**src/rtl/hazard_pkg.sv**
```systemverilog
// Shared types and constants for the pipeline hazard unit.
// Optional feature macro: MULDIV_STALL_EN (multi-cycle mul/div stall in EX).
package hazard_pkg;

    localparam int         RA_W       = 5;
    localparam logic [1:0] LOAD_SRC   = 2'b01;
    localparam int         MD_LATENCY = 4;

    // EX operand source select: regfile, WB result, or MEM ALU result.
    typedef enum logic [1:0] {
        FWD_RF  = 2'b00,
        FWD_WB  = 2'b01,
        FWD_MEM = 2'b10
    } fwd_sel_e;

endpackage

```
**src/rtl/hazard_fwd_sel.sv**
```systemverilog
// Forwarding select for one EX operand: MEM result beats WB result, x0 never forwards.
module hazard_fwd_sel #(
    parameter int RA_W = hazard_pkg::RA_W
) (
    input  logic [RA_W-1:0]     ad_e,
    input  logic                regWrtm,
    input  logic [RA_W-1:0]     rdm,
    input  logic                regWrtw,
    input  logic [RA_W-1:0]     rdw,
    output hazard_pkg::fwd_sel_e sel
);
    import hazard_pkg::*;

    // Pick the youngest in-flight producer of this operand.
    always_comb begin
        sel = FWD_RF;
        if (regWrtm && (rdm != '0) && (rdm == ad_e)) begin
            sel = FWD_MEM;
        end else if (regWrtw && (rdw != '0) && (rdw == ad_e)) begin
            sel = FWD_WB;
        end
    end

endmodule

```
**src/rtl/hazard_unit.sv**
```systemverilog
// Stall / flush / forward control for the in-order 5-stage pipeline.
// Keeps shadow tags of the EX, MEM and WB stages captured from decode.
// Optional feature macro: MULDIV_STALL_EN adds mdOpd, stalle, flushm and a
// multi-cycle mul/div hold of the EX stage.
module hazard_unit #(
    parameter int         RA_W       = hazard_pkg::RA_W,
`ifdef MULDIV_STALL_EN
    parameter int         MD_LATENCY = hazard_pkg::MD_LATENCY,
`endif
    parameter logic [1:0] LOAD_SRC   = hazard_pkg::LOAD_SRC
) (
    input  logic            clk,
    input  logic            rst_n,
    input  logic [RA_W-1:0] ad1d,
    input  logic [RA_W-1:0] ad2d,
    input  logic [RA_W-1:0] rdd,
    input  logic            regWrtd,
    input  logic [1:0]      resltSrcd,
    input  logic            jmpd,
    input  logic            branchd,
    input  logic            zeroe,
`ifdef MULDIV_STALL_EN
    input  logic            mdOpd,
    output logic            stalle,
    output logic            flushm,
`endif
    output logic            pcSrce,
    output logic [1:0]      fwdAe,
    output logic [1:0]      fwdBe,
    output logic            stallf,
    output logic            stalld,
    output logic            flushd,
    output logic            flushe
);
    import hazard_pkg::*;

    // EX shadow
    logic [RA_W-1:0] ad1e_q, ad1e_d;
    logic [RA_W-1:0] ad2e_q, ad2e_d;
    logic [RA_W-1:0] rde_q, rde_d;
    logic            regWrte_q, regWrte_d;
    logic [1:0]      resltSrce_q, resltSrce_d;
    logic            jmpe_q, jmpe_d;
    logic            branche_q, branche_d;

    // MEM and WB shadows
    logic [RA_W-1:0] rdm_q, rdm_d;
    logic            regWrtm_q, regWrtm_d;
    logic [RA_W-1:0] rdw_q, rdw_d;
    logic            regWrtw_q, regWrtw_d;

    logic            lw_stall;
    logic            pc_redirect;
    logic            md_stall;
    fwd_sel_e        fwd_a;
    fwd_sel_e        fwd_b;

`ifdef MULDIV_STALL_EN
    localparam int CNT_W = $clog2(MD_LATENCY) + 1;

    logic             mdOpe_q, mdOpe_d;
    logic [CNT_W-1:0] md_cnt_q, md_cnt_d;
    logic             md_start;

    // The mul/div occupies EX for MD_LATENCY cycles; the final count slot
    // releases the hold so the op leaves EX as the counter drains to zero.
    always_comb begin
        md_start = mdOpe_q && (md_cnt_q == '0);
        md_stall = md_start || (md_cnt_q > CNT_W'(1));
        md_cnt_d = md_cnt_q;
        if (md_start) begin
            md_cnt_d = CNT_W'(MD_LATENCY - 1);
        end else if (md_cnt_q != '0) begin
            md_cnt_d = md_cnt_q - CNT_W'(1);
        end
    end

    // Shadow of the mul/div flag: holds while stalled, bubbles on flush.
    always_comb begin
        mdOpe_d = mdOpd;
        if (md_stall) begin
            mdOpe_d = mdOpe_q;
        end else if (flushe) begin
            mdOpe_d = 1'b0;
        end
    end

    // Counter and mul/div flag state.
    always_ff @(posedge clk or negedge rst_n) begin
        if (!rst_n) begin
            md_cnt_q <= '0;
            mdOpe_q  <= 1'b0;
        end else begin
            md_cnt_q <= md_cnt_d;
            mdOpe_q  <= mdOpe_d;
        end
    end

    assign stalle = md_stall;
    assign flushm = md_stall;
`else
    assign md_stall = 1'b0;
`endif

    // Load-use hazard and taken-redirect detection from the EX shadow.
    always_comb begin
        lw_stall = regWrte_q && (resltSrce_q == LOAD_SRC) && (rde_q != '0) &&
                   ((rde_q == ad1d) || (rde_q == ad2d));
        pc_redirect = (jmpe_q || (branche_q && zeroe)) && !md_stall;
    end

    assign pcSrce = pc_redirect;
    assign stallf = lw_stall || md_stall;
    assign stalld = lw_stall || md_stall;
    assign flushd = pc_redirect;
    assign flushe = lw_stall || pc_redirect;

    // Next EX shadow: decode tags, a bubble on flush, or a hold under mul/div.
    always_comb begin
        ad1e_d      = ad1d;
        ad2e_d      = ad2d;
        rde_d       = rdd;
        regWrte_d   = regWrtd;
        resltSrce_d = resltSrcd;
        jmpe_d      = jmpd;
        branche_d   = branchd;
        if (md_stall) begin
            ad1e_d      = ad1e_q;
            ad2e_d      = ad2e_q;
            rde_d       = rde_q;
            regWrte_d   = regWrte_q;
            resltSrce_d = resltSrce_q;
            jmpe_d      = jmpe_q;
            branche_d   = branche_q;
        end else if (flushe) begin
            ad1e_d      = '0;
            ad2e_d      = '0;
            rde_d       = '0;
            regWrte_d   = 1'b0;
            resltSrce_d = 2'b00;
            jmpe_d      = 1'b0;
            branche_d   = 1'b0;
        end
    end

    // MEM and WB advance every cycle; MEM takes a bubble behind a held mul/div.
    always_comb begin
        rdm_d     = rde_q;
        regWrtm_d = regWrte_q;
        if (md_stall) begin
            rdm_d     = '0;
            regWrtm_d = 1'b0;
        end
        rdw_d     = rdm_q;
        regWrtw_d = regWrtm_q;
    end

    // Shadow registers for all three downstream stages.
    always_ff @(posedge clk or negedge rst_n) begin
        if (!rst_n) begin
            ad1e_q      <= '0;
            ad2e_q      <= '0;
            rde_q       <= '0;
            regWrte_q   <= 1'b0;
            resltSrce_q <= 2'b00;
            jmpe_q      <= 1'b0;
            branche_q   <= 1'b0;
            rdm_q       <= '0;
            regWrtm_q   <= 1'b0;
            rdw_q       <= '0;
            regWrtw_q   <= 1'b0;
        end else begin
            ad1e_q      <= ad1e_d;
            ad2e_q      <= ad2e_d;
            rde_q       <= rde_d;
            regWrte_q   <= regWrte_d;
            resltSrce_q <= resltSrce_d;
            jmpe_q      <= jmpe_d;
            branche_q   <= branche_d;
            rdm_q       <= rdm_d;
            regWrtm_q   <= regWrtm_d;
            rdw_q       <= rdw_d;
            regWrtw_q   <= regWrtw_d;
        end
    end

    hazard_fwd_sel #(.RA_W(RA_W)) u_fwd_a (
        .ad_e    (ad1e_q),
        .regWrtm (regWrtm_q),
        .rdm     (rdm_q),
        .regWrtw (regWrtw_q),
        .rdw     (rdw_q),
        .sel     (fwd_a)
    );

    hazard_fwd_sel #(.RA_W(RA_W)) u_fwd_b (
        .ad_e    (ad2e_q),
        .regWrtm (regWrtm_q),
        .rdm     (rdm_q),
        .regWrtw (regWrtw_q),
        .rdw     (rdw_q),
        .sel     (fwd_b)
    );

    assign fwdAe = fwd_a;
    assign fwdBe = fwd_b;

endmodule

```
**config.mk**
```make
export PLATFORM = sky130hd
export DESIGN_NAME = hazard_unit
export DESIGN_NICKNAME = d
export VERILOG_FILES = /design/src/rtl/hazard_pkg.sv /design/src/rtl/hazard_fwd_sel.sv /design/src/rtl/hazard_unit.sv
export SDC_FILE = /design/constraint.sdc
export NUM_CORES = 1
export LEC_CHECK = 0
export ABC_AREA = 1
export BUFFER_PORTS_ARGS = -buffer_cell sky130_fd_sc_hd__buf_2
export CAP_MARGIN = 10
export CORE_MARGIN = 2
export CORE_UTILIZATION = 35
export CTS_BUF_LIST = sky130_fd_sc_hd__clkbuf_8 sky130_fd_sc_hd__clkbuf_16
export DETAILED_ROUTE_END_ITERATION = 12
export PLACE_DENSITY = 0.64
export SETUP_SLACK_MARGIN = 0.05
export SYNTH_ARGS = -nofsm -noshare
export SYNTH_HDL_FRONTEND = slang
export SYNTH_SLANG_ARGS = --single-unit
```
**constraint.sdc**
```tcl
create_clock -name clk -period 1.55 [get_ports clk]
set_input_delay 0 -clock clk [delete_from_list [all_inputs] [get_ports clk]]
set_output_delay 0 -clock clk [all_outputs]
set_load 0.01 [all_outputs]
```
==> flow_summary.toml, run 1 <==
[status]
result_of_the_run = "completed"

[clock_network]
insertion_delay_ns = 0.27
worst_setup_hold_path_clk_slew_ns = 0.06
clockRootBuffer = "clkbuf_8"
clock_sinks = 32
cts-buffers-inserted = 5
cts_buffer_depth = 2
tritoncts = "yes"
cts_htree_levels = 2

[detailed_routing]
postRouteWirelength_um = 2790
drt_drc_violations_left = 0
drt_first_pass_iters = 2
detail-route-antenna-nets = 0
num_vias = 1136
detail_route.iter0.violations = 32
detail_route.wl_per_cell_um = 10.2
vias_per_cell = 4.15

[logic_synthesis]
synth_warnings = 0
synth-seq-area-share_pct = 54.6
top_area_cell_type_share_of_the_netlist_area_pct = 54.6
syn_area_um2 = 1470
yosys_register_bits = 32
post_synth_main_area_contributors = "dfrtp_1, xnor2_1, nor2_1, inv_1, nand2_1"
synth_fp_nets = 187
post_synth.cell_area_avg_um2 = 8.95
synth.lib_cells_used.distinct = 16
yosysTopAreaCell = "dfrtp_1"
synthCells = 164

[placement]
place.gp.congestion = 0.874
placedInstanceArea_um2 = 1670
detailed_place_hpwl_um = 2090
placement.setup.worst_slack_ns = 0.153
io_buffers = 31

[setup_path]
number_of_buffers_and_inverters_on_the_critical_path = 2
slowest_stage = "dfrtp_1"
timing.critical_path.from = "rde_q[1]"
critical_r2r_capture = "regWrte_q"
crit_top_cell = "nand2_1"
cp-endpoint = "flushe"
timing.critical_path.depth = 9
category_of_cells_accounting_for_the_largest_share_of_critical_path_delay = "simple AND/OR/NAND/NOR gates"
critical_path.reg2reg.startpoint = "rde_q[1]"
critical_path.endpoint_type = "primary output"
cp.arrival_ns = 1.42
worstSetupStartpointType = "flip-flop"
critical-path-max-stage-delay_ns = 0.43
crit_required_ns = 1.55
critical_path_peak_fanout = 5
crit_path_cell_trace = "inv_2 -> nand2_1 -> nand2_1 -> nor2_1 -> nand3_1 -> nand2_1 -> nand2_2 -> nand2_4 -> buf_6"
reg2reg_slack_ns = 0.20
setup.worst_path.class = "flip-flop to primary output"
r2r.worst_path.cells = 10

[global_route]
grt_pass1_vias = 1112
antenna_found_initial = 0
grtUsageTotal_pct = 14.2
grt_pass1_wl_um = 4730
grt-ovfl-total = 0
grt_max_degree = 33

[floorplanning]
chipHeight_um = 68.8
initial_utilization_pct = 36.4
dieArea_um2 = 4730
row_count = 23
top_level_ports = 32
fp.dieW_um = 68.8
floorplan.core_area_um2 = 4030

[finish]
drive_gt1_share_pct = 26.3
finalInstanceArea_um2 = 2050
fin_nets = 247
antennaDiodeCount = 0
synthToLayoutAreaGrowth_pct = 39.4
final_core_util_pct = 50.8

[pwr]
p_leak_nw = 1.10
p_total_mw = 2.04
peakVddDrop_v = 0.000446
power-per-cell-area_nw_per_um2 = 1000

[sta]
timing.max_slew.rel_slack_pct = 54.4
whs_ns = 0.196
period_minus_slack_ns = 1.42
period_share_pct = 91.8
hold_viol = 0
final_critical_path_setup_slack_ns = 0.128
unrepaired_setup_endpoints_after_global_routing = "yes"
timing_worst_slew_pin_value_ns = 0.683
maxClockFrequency_mhz = 703
slew_viol_final = 0
clock_skew_after_layout_ns = 0.00150
timing.final.setup_violations = 0

[hold_path]
holdCritPathClass = "input pin to flip-flop"

[run]
cap_viol_max_count = 0
final cells by class:
cell class	instances	area, um^2
Timing Repair Buffer	57	422
Tap cell	50	62.6
Fill cell	389	1980
Clock buffer	7	96.3
Multi-Input combinational cell	97	547
Inverter	31	116
Sequential cell	32	802
worst min-delay path by stage:
stage                     startpoint   endpoint  slack [ns]  depth (start not counted)
after floorplan                rst_n  ad1e_q[0]       -0.30                          0
after global placement         rst_n  ad1e_q[1]        0.08                          1
after detailed placement       rst_n   rdw_q[1]        0.08                          1
after CTS                      zeroe  ad2e_q[3]        0.18                          5
after global routing           zeroe  ad2e_q[3]        0.22                          5
final                          zeroe  ad2e_q[3]        0.20                          5
timing repair:
item	CTS	global route
endpoints found under the hold margin	52	0
hold buffers	21	0
endpoints found under the setup margin	1	7
pin swaps	1	5
resized for setup	2	12
setup buffers	3	0
flip-flops by register name, indices dropped and copies added, names as in the netlist:
register     count
ad1e_q           5
ad2e_q           5
rde_q            5
rdm_q            5
rdw_q            5
resltSrce_q      2
branche_q        1
jmpe_q           1
regWrte_q        1
regWrtm_q        1
regWrtw_q        1
worst reg2reg max path, cell delays in order (launching register included):
cell     delay [ns]
dfrtp_1        0.43
inv_2          0.05
nand2_1        0.05
nand2_1        0.04
nor2_1         0.11
nand3_1        0.10
nand2_1        0.09
nand2_2        0.07
nand2_4        0.09
buf_4          0.16
nor2_1         0.05
where the power goes:
group	internal [mW]	total (mW)	leakage, nW	switching [mW]
combinational	0.202	0.386	0.649	0.184
clock	0.395	0.666	0.0503	0.272
sequential	0.916	0.992	0.404	0.0767
cell families after synthesis:
logic type / after synthesis / synth area share, %
XOR/XNOR: 22 / 13.1
buffers and inverters: 35 / 10.5
AND/OR/NAND/NOR: 72 / 20.8
AO/OA/AOI/OAI: 3 / 1.02
flip-flops: 32 / 54.6
stage by stage:
stage,TNS [ns],std cells
after detailed placement,0,244
after floorplan,0,164
after CTS,0,274
after global placement,0,244
after global routing,-0.000866,274
final,0,274
cell usage in the layout (no fill, tap or decap), drive strengths merged:
cell type,Yosys,layout
nand2,27,27
xor2,8,8
xnor2,14,14
clkbuf,0,7
dlygate4sd3,0,21
nor2,33,33
nand3,2,2
buf,4,36
inv,31,31
nand4,6,6
nor3,4,4
o21ai,2,2
a21oi,1,1
dfrtp,32,32
synth_stat cells:
master   instances
a21oi_1          1
buf_4            2
buf_6            2
dfrtp_1         32
inv_1           29
inv_2            2
nand2_1         25
nand2_2          2
nand3_1          2
nand4_1          6
nor2_1          30
nor2_2           3
nor3_1           4
o21ai_0          2
xnor2_1         14
xor2_1           8
metal layers:
| metal | up-vias | routed length [um] | track usage, % |
|---|---|---|---|
| met5 | - | 0 | 0 |
| li1 | 603 | - | - |
| met1 | 507 | 1130 | 15.5 |
| met2 | 20 | 1500 | 25.2 |
| met4 | 0 | 76 | 9.07 |
| met3 | 6 | 83 | 2.60 |
Note: power is estimated with default switching activity, not from simulation.
==> inputs of run 2 (changes only) <==
--- a/config.mk
+++ b/config.mk
@@ -12,7 +12,6 @@
 export CORE_UTILIZATION = 35
 export CTS_BUF_LIST = sky130_fd_sc_hd__clkbuf_8 sky130_fd_sc_hd__clkbuf_16
 export DETAILED_ROUTE_END_ITERATION = 12
-export PLACE_DENSITY = 0.64
 export SETUP_SLACK_MARGIN = 0.05
 export SYNTH_ARGS = -nofsm -noshare
 export SYNTH_HDL_FRONTEND = slang
==> run 2 against run 1 <==
Net effect:
- via count grew 1.1%
- critical endpoint unchanged
- highest routed layer unchanged
- clock power about the same
- largest power group unchanged
- total power up 0.10%
- setup slack barely moved
- routed wire length shrank 0.75%
- utilization rose by 0.093 points
- non-clock buffer count grew 1
==> flow_summary.toml, run 2 (synthesis results as in run 1) <==
[sta]
timing.max_slew.rel_slack_pct = 55.4
final_critical_path_setup_slack_ns = 0.128
slew_viol_final = 0
maxClockFrequency_mhz = 703
clock_skew_after_layout_ns = 0.00219
timing_worst_slew_pin_value_ns = 0.669
setup_total_negative_slack_ns = 0
whs_ns = 0.209
period_minus_slack_ns = 1.42
timing.final.setup_violations = 0
hold_viol = 0
unrepaired_setup_endpoints_after_global_routing = "yes"
period_share_pct = 91.7

[clock_network]
worst_setup_hold_path_clk_slew_ns = 0.06
tritoncts = "yes"
cts_htree_levels = 2
clockRootBuffer = "clkbuf_8"
cts_buffer_depth = 2
cts-buffers-inserted = 5
insertion_delay_ns = 0.27
clock_sinks = 32

[global_route]
grt_pass1_vias = 1193
grt_pass1_wl_um = 4870
grt-ovfl-total = 0
grt_max_degree = 33
grtUsageTotal_pct = 14.5
antenna_found_initial = 0

[run]
cap_viol_max_count = 0

[finish]
commonest_cells_after_routing_fill_and_taps_aside = "dfrtp_1, buf_2, inv_1, nor2_1, nand2_1"
drive_gt1_share_pct = 27.1
final_core_util_pct = 50.9
fin_nets = 248
synthToLayoutAreaGrowth_pct = 39.6
final_cells = 275
antennaDiodeCount = 0
finalInstanceArea_um2 = 2050

[pwr]
power_frac_clock_pct = 32.5
p_leak_nw = 1.11
p_total_mw = 2.05
peakVddDrop_v = 0.000644
p_int_mw = 1.52
netSwitchingPower_mw = 0.530
seqPwrFrac_pct = 48.6
power-per-cell-area_nw_per_um2 = 999
power.combinational.fraction_pct = 18.9
switching_share_pct = 25.9

[detailed_routing]
num_vias = 1149
drt_first_pass_iters = 4
vias_per_cell = 4.18
detail_route.iter0.violations = 24
detail-route-antenna-nets = 0
postRouteWirelength_um = 2770
drt_drc_violations_left = 0
detail_route.wl_per_cell_um = 10.1

[setup_path]
cp.arrival_ns = 1.42
timing.critical_path.from = "rde_q[1]"
cp-endpoint = "flushe"
setup.worst_path.class = "flip-flop to primary output"
reg2reg_slack_ns = 0.21
worstSetupStartpointType = "flip-flop"
r2r.worst_path.cells = 10
critical_r2r_capture = "rde_q[2]"
crit_required_ns = 1.55
critical_path.endpoint_type = "primary output"
critical_path.reg2reg.startpoint = "rde_q[1]"
critical_path_peak_fanout = 5

[placement]
place.gp.congestion = 0.778
detailed_place_hpwl_um = 2000
placedInstanceArea_um2 = 1670
placement.setup.worst_slack_ns = 0.0820
io_buffers = 31
post-place-cells = 244

[floorplanning]
initial_utilization_pct = 36.4
dieArea_um2 = 4730
row_count = 23
fp.dieW_um = 68.8
chipHeight_um = 68.8
top_level_ports = 32
floorplan.core_area_um2 = 4030

[hold_path]
holdCritPathClass = "input pin to flip-flop"

[status]
result_of_the_run = "completed"
-- run 2: power groups by stage --
stage / logic, mW / clock network [mW] / registers [mW]
2_1_floorplan: 0.224 / 0 / 0.989
3_3_place_gp: 0.314 / 0 / 1.00
3_5_place_dp: 0.317 / 0 / 1.01
4_1_cts: 0.377 / 0.687 / 0.990
5_1_grt: 0.441 / 0.735 / 1.01
6_report: 0.387 / 0.665 / 0.995
-- run 2: cell type report --
cell class | count | area [um^2]
well taps | 50 | 62.6
multi-input cells | 97 | 554
inverters | 31 | 116
repair buffers | 58 | 417
clock buffers | 7 | 96.3
flip-flops and latches | 32 | 803
fillers | 388 | 1980
-- run 2: repair_timing --
action / in CTS / in global routing
setup buffers: 3 / 1
pin swaps: 1 / 6
hold buffers: 21 / 0
gates resized for setup: 3 / 10
endpoints found under the setup margin: 1 / 27
endpoints found under the hold margin: 52 / 0
-- run 2: how the worst min path moves through the flow --
| stage | from | end | slack, ns | cells after the start |
|---|---|---|---|---|
| after detailed placement | rst_n | rdw_q[1] | 0.08 | 1 |
| final | zeroe | ad1e_q[2] | 0.21 | 5 |
| after CTS | zeroe | ad2e_q[4] | 0.21 | 5 |
| after floorplan | rst_n | ad1e_q[0] | -0.30 | 0 |
| after global placement | rst_n | rdw_q[1] | 0.08 | 1 |
| after global routing | zeroe | ad2e_q[4] | 0.22 | 5 |
-- run 2: worst max-delay path: stages, from the launching register on --
cell and delay (ns):
dfrtp_1 0.41, inv_2 0.05, nand2_1 0.05, nand2_1 0.06
nor2_2 0.13, nand3_1 0.09, nand2_1 0.08, nand2_2 0.07
nand2_4 0.10, buf_6 0.11
-- run 2: metal layers --
layer	up-vias	GRT usage (%)	wire length [um]
met4	0	6.37	31
met5	-	0	0
li1	607	-	-
met3	4	3.73	91
met2	19	26.8	1510
met1	519	15.4	1130
==> inputs of run 3 (changes only) <==
--- a/config.mk
+++ b/config.mk
@@ -8,11 +8,12 @@
 export ABC_AREA = 1
 export BUFFER_PORTS_ARGS = -buffer_cell sky130_fd_sc_hd__buf_2
 export CAP_MARGIN = 10
+export CORE_ASPECT_RATIO = 1.2
 export CORE_MARGIN = 2
 export CORE_UTILIZATION = 35
 export CTS_BUF_LIST = sky130_fd_sc_hd__clkbuf_8 sky130_fd_sc_hd__clkbuf_16
 export DETAILED_ROUTE_END_ITERATION = 12
-export SETUP_SLACK_MARGIN = 0.05
+export SETUP_SLACK_MARGIN = 0.15
 export SYNTH_ARGS = -nofsm -noshare
 export SYNTH_HDL_FRONTEND = slang
 export SYNTH_SLANG_ARGS = --single-unit
==> run 3 against run 2 <==
Net effect:
- clock skew decreased by 0.00071 ns
- sequential cell count did not move
- sequential power is essentially flat
- global-route usage decreased by 1.3 points
- critical endpoint unchanged
- largest cell class unchanged
- highest routed layer unchanged
==> flow_summary.toml, run 3 (synthesis results as in run 1) <==
[pwr]
peakVddDrop_v = 0.000578
p_leak_nw = 1.12
seqPwrFrac_pct = 44.0
p_int_mw = 1.70
power-per-cell-area_nw_per_um2 = 1070
netSwitchingPower_mw = 0.554
p_total_mw = 2.25
power.combinational.fraction_pct = 18.0
switching_share_pct = 24.6
power_frac_clock_pct = 38.0

[placement]
place.gp.congestion = 0.782
detailed_place_hpwl_um = 2020
io_buffers = 31
post-place-cells = 247

[setup_path]
setup.worst_path.class = "flip-flop to primary output"
critical_path_peak_fanout = 6
category_of_cells_accounting_for_the_largest_share_of_critical_path_delay = "simple AND/OR/NAND/NOR gates"
slowest_stage = "dfrtp_2"
critical_path.endpoint_type = "primary output"
crit_required_ns = 1.55
crit_top_cell = "nand4_1"
crit_path_cell_trace = "nor2_1 -> nand4_1 -> nand4_1 -> inv_1 -> nand2_2 -> nand2_4 -> buf_12 -> buf_6"
cp.arrival_ns = 1.53
number_of_buffers_and_inverters_on_the_critical_path = 3
timing.critical_path.from = "rde_q[0]"
critical-path-max-stage-delay_ns = 0.44
critical_path.reg2reg.startpoint = "rde_q[0]"
worstSetupStartpointType = "flip-flop"

[global_route]
antenna_found_initial = 0
grtUsageTotal_pct = 13.2
grt-ovfl-total = 0
grt_pass1_wl_um = 4630
grt_pass1_vias = 1168
grt_max_degree = 33

[finish]
final_cells = 279
synthToLayoutAreaGrowth_pct = 43.1
drive_gt1_share_pct = 27.6
mostFrequentLayoutCell = "dfrtp_1"
antennaDiodeCount = 0
sequential_cell_area_in_the_final_layout_um2 = 802
total_area_of_multi_input_combinational_cells_um2 = 542
fin_nets = 247
commonest_cells_after_routing_fill_and_taps_aside = "dfrtp_1, nor2_1, buf_2, nand2_1, inv_1"
fillCellCount = 371

[detailed_routing]
drt_first_pass_iters = 6
vias_per_cell = 4.10
postRouteWirelength_um = 2770
drt_drc_violations_left = 0
detail-route-antenna-nets = 0
detail_route.wl_per_cell_um = 9.94
num_vias = 1145
detail_route.iter0.violations = 14

[clock_network]
clockRootBuffer = "clkbuf_8"
insertion_delay_ns = 0.28
cts-buffers-inserted = 5
clock_sinks = 32
tritoncts = "yes"
cts_buffer_depth = 2
worst_setup_hold_path_clk_slew_ns = 0.06
cts_htree_levels = 2

[floorplanning]
row_count = 25
floorplan.core_area_um2 = 3970
initial_utilization_pct = 36.9
dieArea_um2 = 4730
chipHeight_um = 74.9
fp.dieW_um = 63.1
top_level_ports = 32

[sta]
timing.max_slew.rel_slack_pct = 54.6
maxClockFrequency_mhz = 652
timing_worst_slew_pin_value_ns = 0.681
period_share_pct = 98.9
hold_viol = 0
slew_viol_final = 0
clock_skew_after_layout_ns = 0.00148
period_minus_slack_ns = 1.53
timing.final.setup_violations = 0
unrepaired_setup_endpoints_after_global_routing = "yes"
setup_total_negative_slack_ns = 0

[run]
cap_viol_max_count = 0

[hold_path]
holdCritStartpoint = "zeroe"
holdCritPathClass = "input pin to flip-flop"

[status]
result_of_the_run = "completed"
==> run 3: what timing repair did <==
item | 4_1_cts | 5_1_grt
buffers inserted | 3 | 0
hold buffers | 21 | 0
pin swaps | 5 | 11
resized for setup | 8 | 9
hold endpoints to repair | 52 | 0
setup endpoints to repair | 7 | 26
==> run 3: power groups by stage <==
stage / sequential (mW) / combinational, mW / clock, mW
floorplan: 0.989 / 0.224 / 0
global placement: 1.00 / 0.330 / 0
detailed placement: 1.01 / 0.335 / 0
CTS: 0.991 / 0.410 / 0.876
global route: 1.00 / 0.456 / 0.916
finish: 0.993 / 0.406 / 0.856
==> run 3: per-stage QoR <==
step | setup slack [ns] | hold WS [ns] | instance area (um^2) | utilization [%]
6_report | 0.0168 | 0.163 | 2100 | 52.9
5_1_grt | -0.0608 | 0.178 | 2100 | 52.9
4_1_cts | 0.0126 | 0.151 | 2080 | 52.5
3_5_place_dp | 0.167 | 0.0760 | 1690 | 42.6
3_3_place_gp | 0.196 | 0.0714 | 1690 | 42.6
2_1_floorplan | 0.367 | -0.296 | 1470 | -
==> run 3: worst register-to-register path, stage by stage (launching register included) <==
cell and delay [ns]:
dfrtp_2 0.44, nor2_1 0.17, nand4_1 0.11, nand4_1 0.08
inv_1 0.05, nand2_2 0.09, nand2_4 0.06, buf_4 0.15
buf_12 0.13, nor2_1 0.11
==> run 3: cell type report <==
type / instances / area share (%)
Clock buffer: 7 / 4.59
Clock inverter: 1 / 1.43
Inverter: 31 / 5.54
Multi-Input combinational cell: 97 / 25.8
Sequential cell: 32 / 38.2
Tap cell: 54 / 3.22
Timing Repair Buffer: 57 / 21.3
==> run 3: worst paths after layout <==
path	endpoint	slack, ns	cells past startpoint
setup / recovery	flushe	0.02	8
hold / removal	branche_q	0.16	5
setup reg to reg	ad1e_q[1]	0.08	9
hold reg to reg	regWrtm_q	0.40	0
max in group asynchronous	rde_q[0]	0.78	2
min in group asynchronous	rde_q[0]	0.30	2
==> run 3: layer usage <==
metal | share of wire [%] | up-vias | track usage [%]
met5 | 0 | - | 0
met4 | 0.43 | 0 | 5.19
met3 | 3.9 | 2 | 4.19
met2 | 55 | 24 | 25.5
met1 | 40 | 521 | 13.2
li1 | - | 598 | -
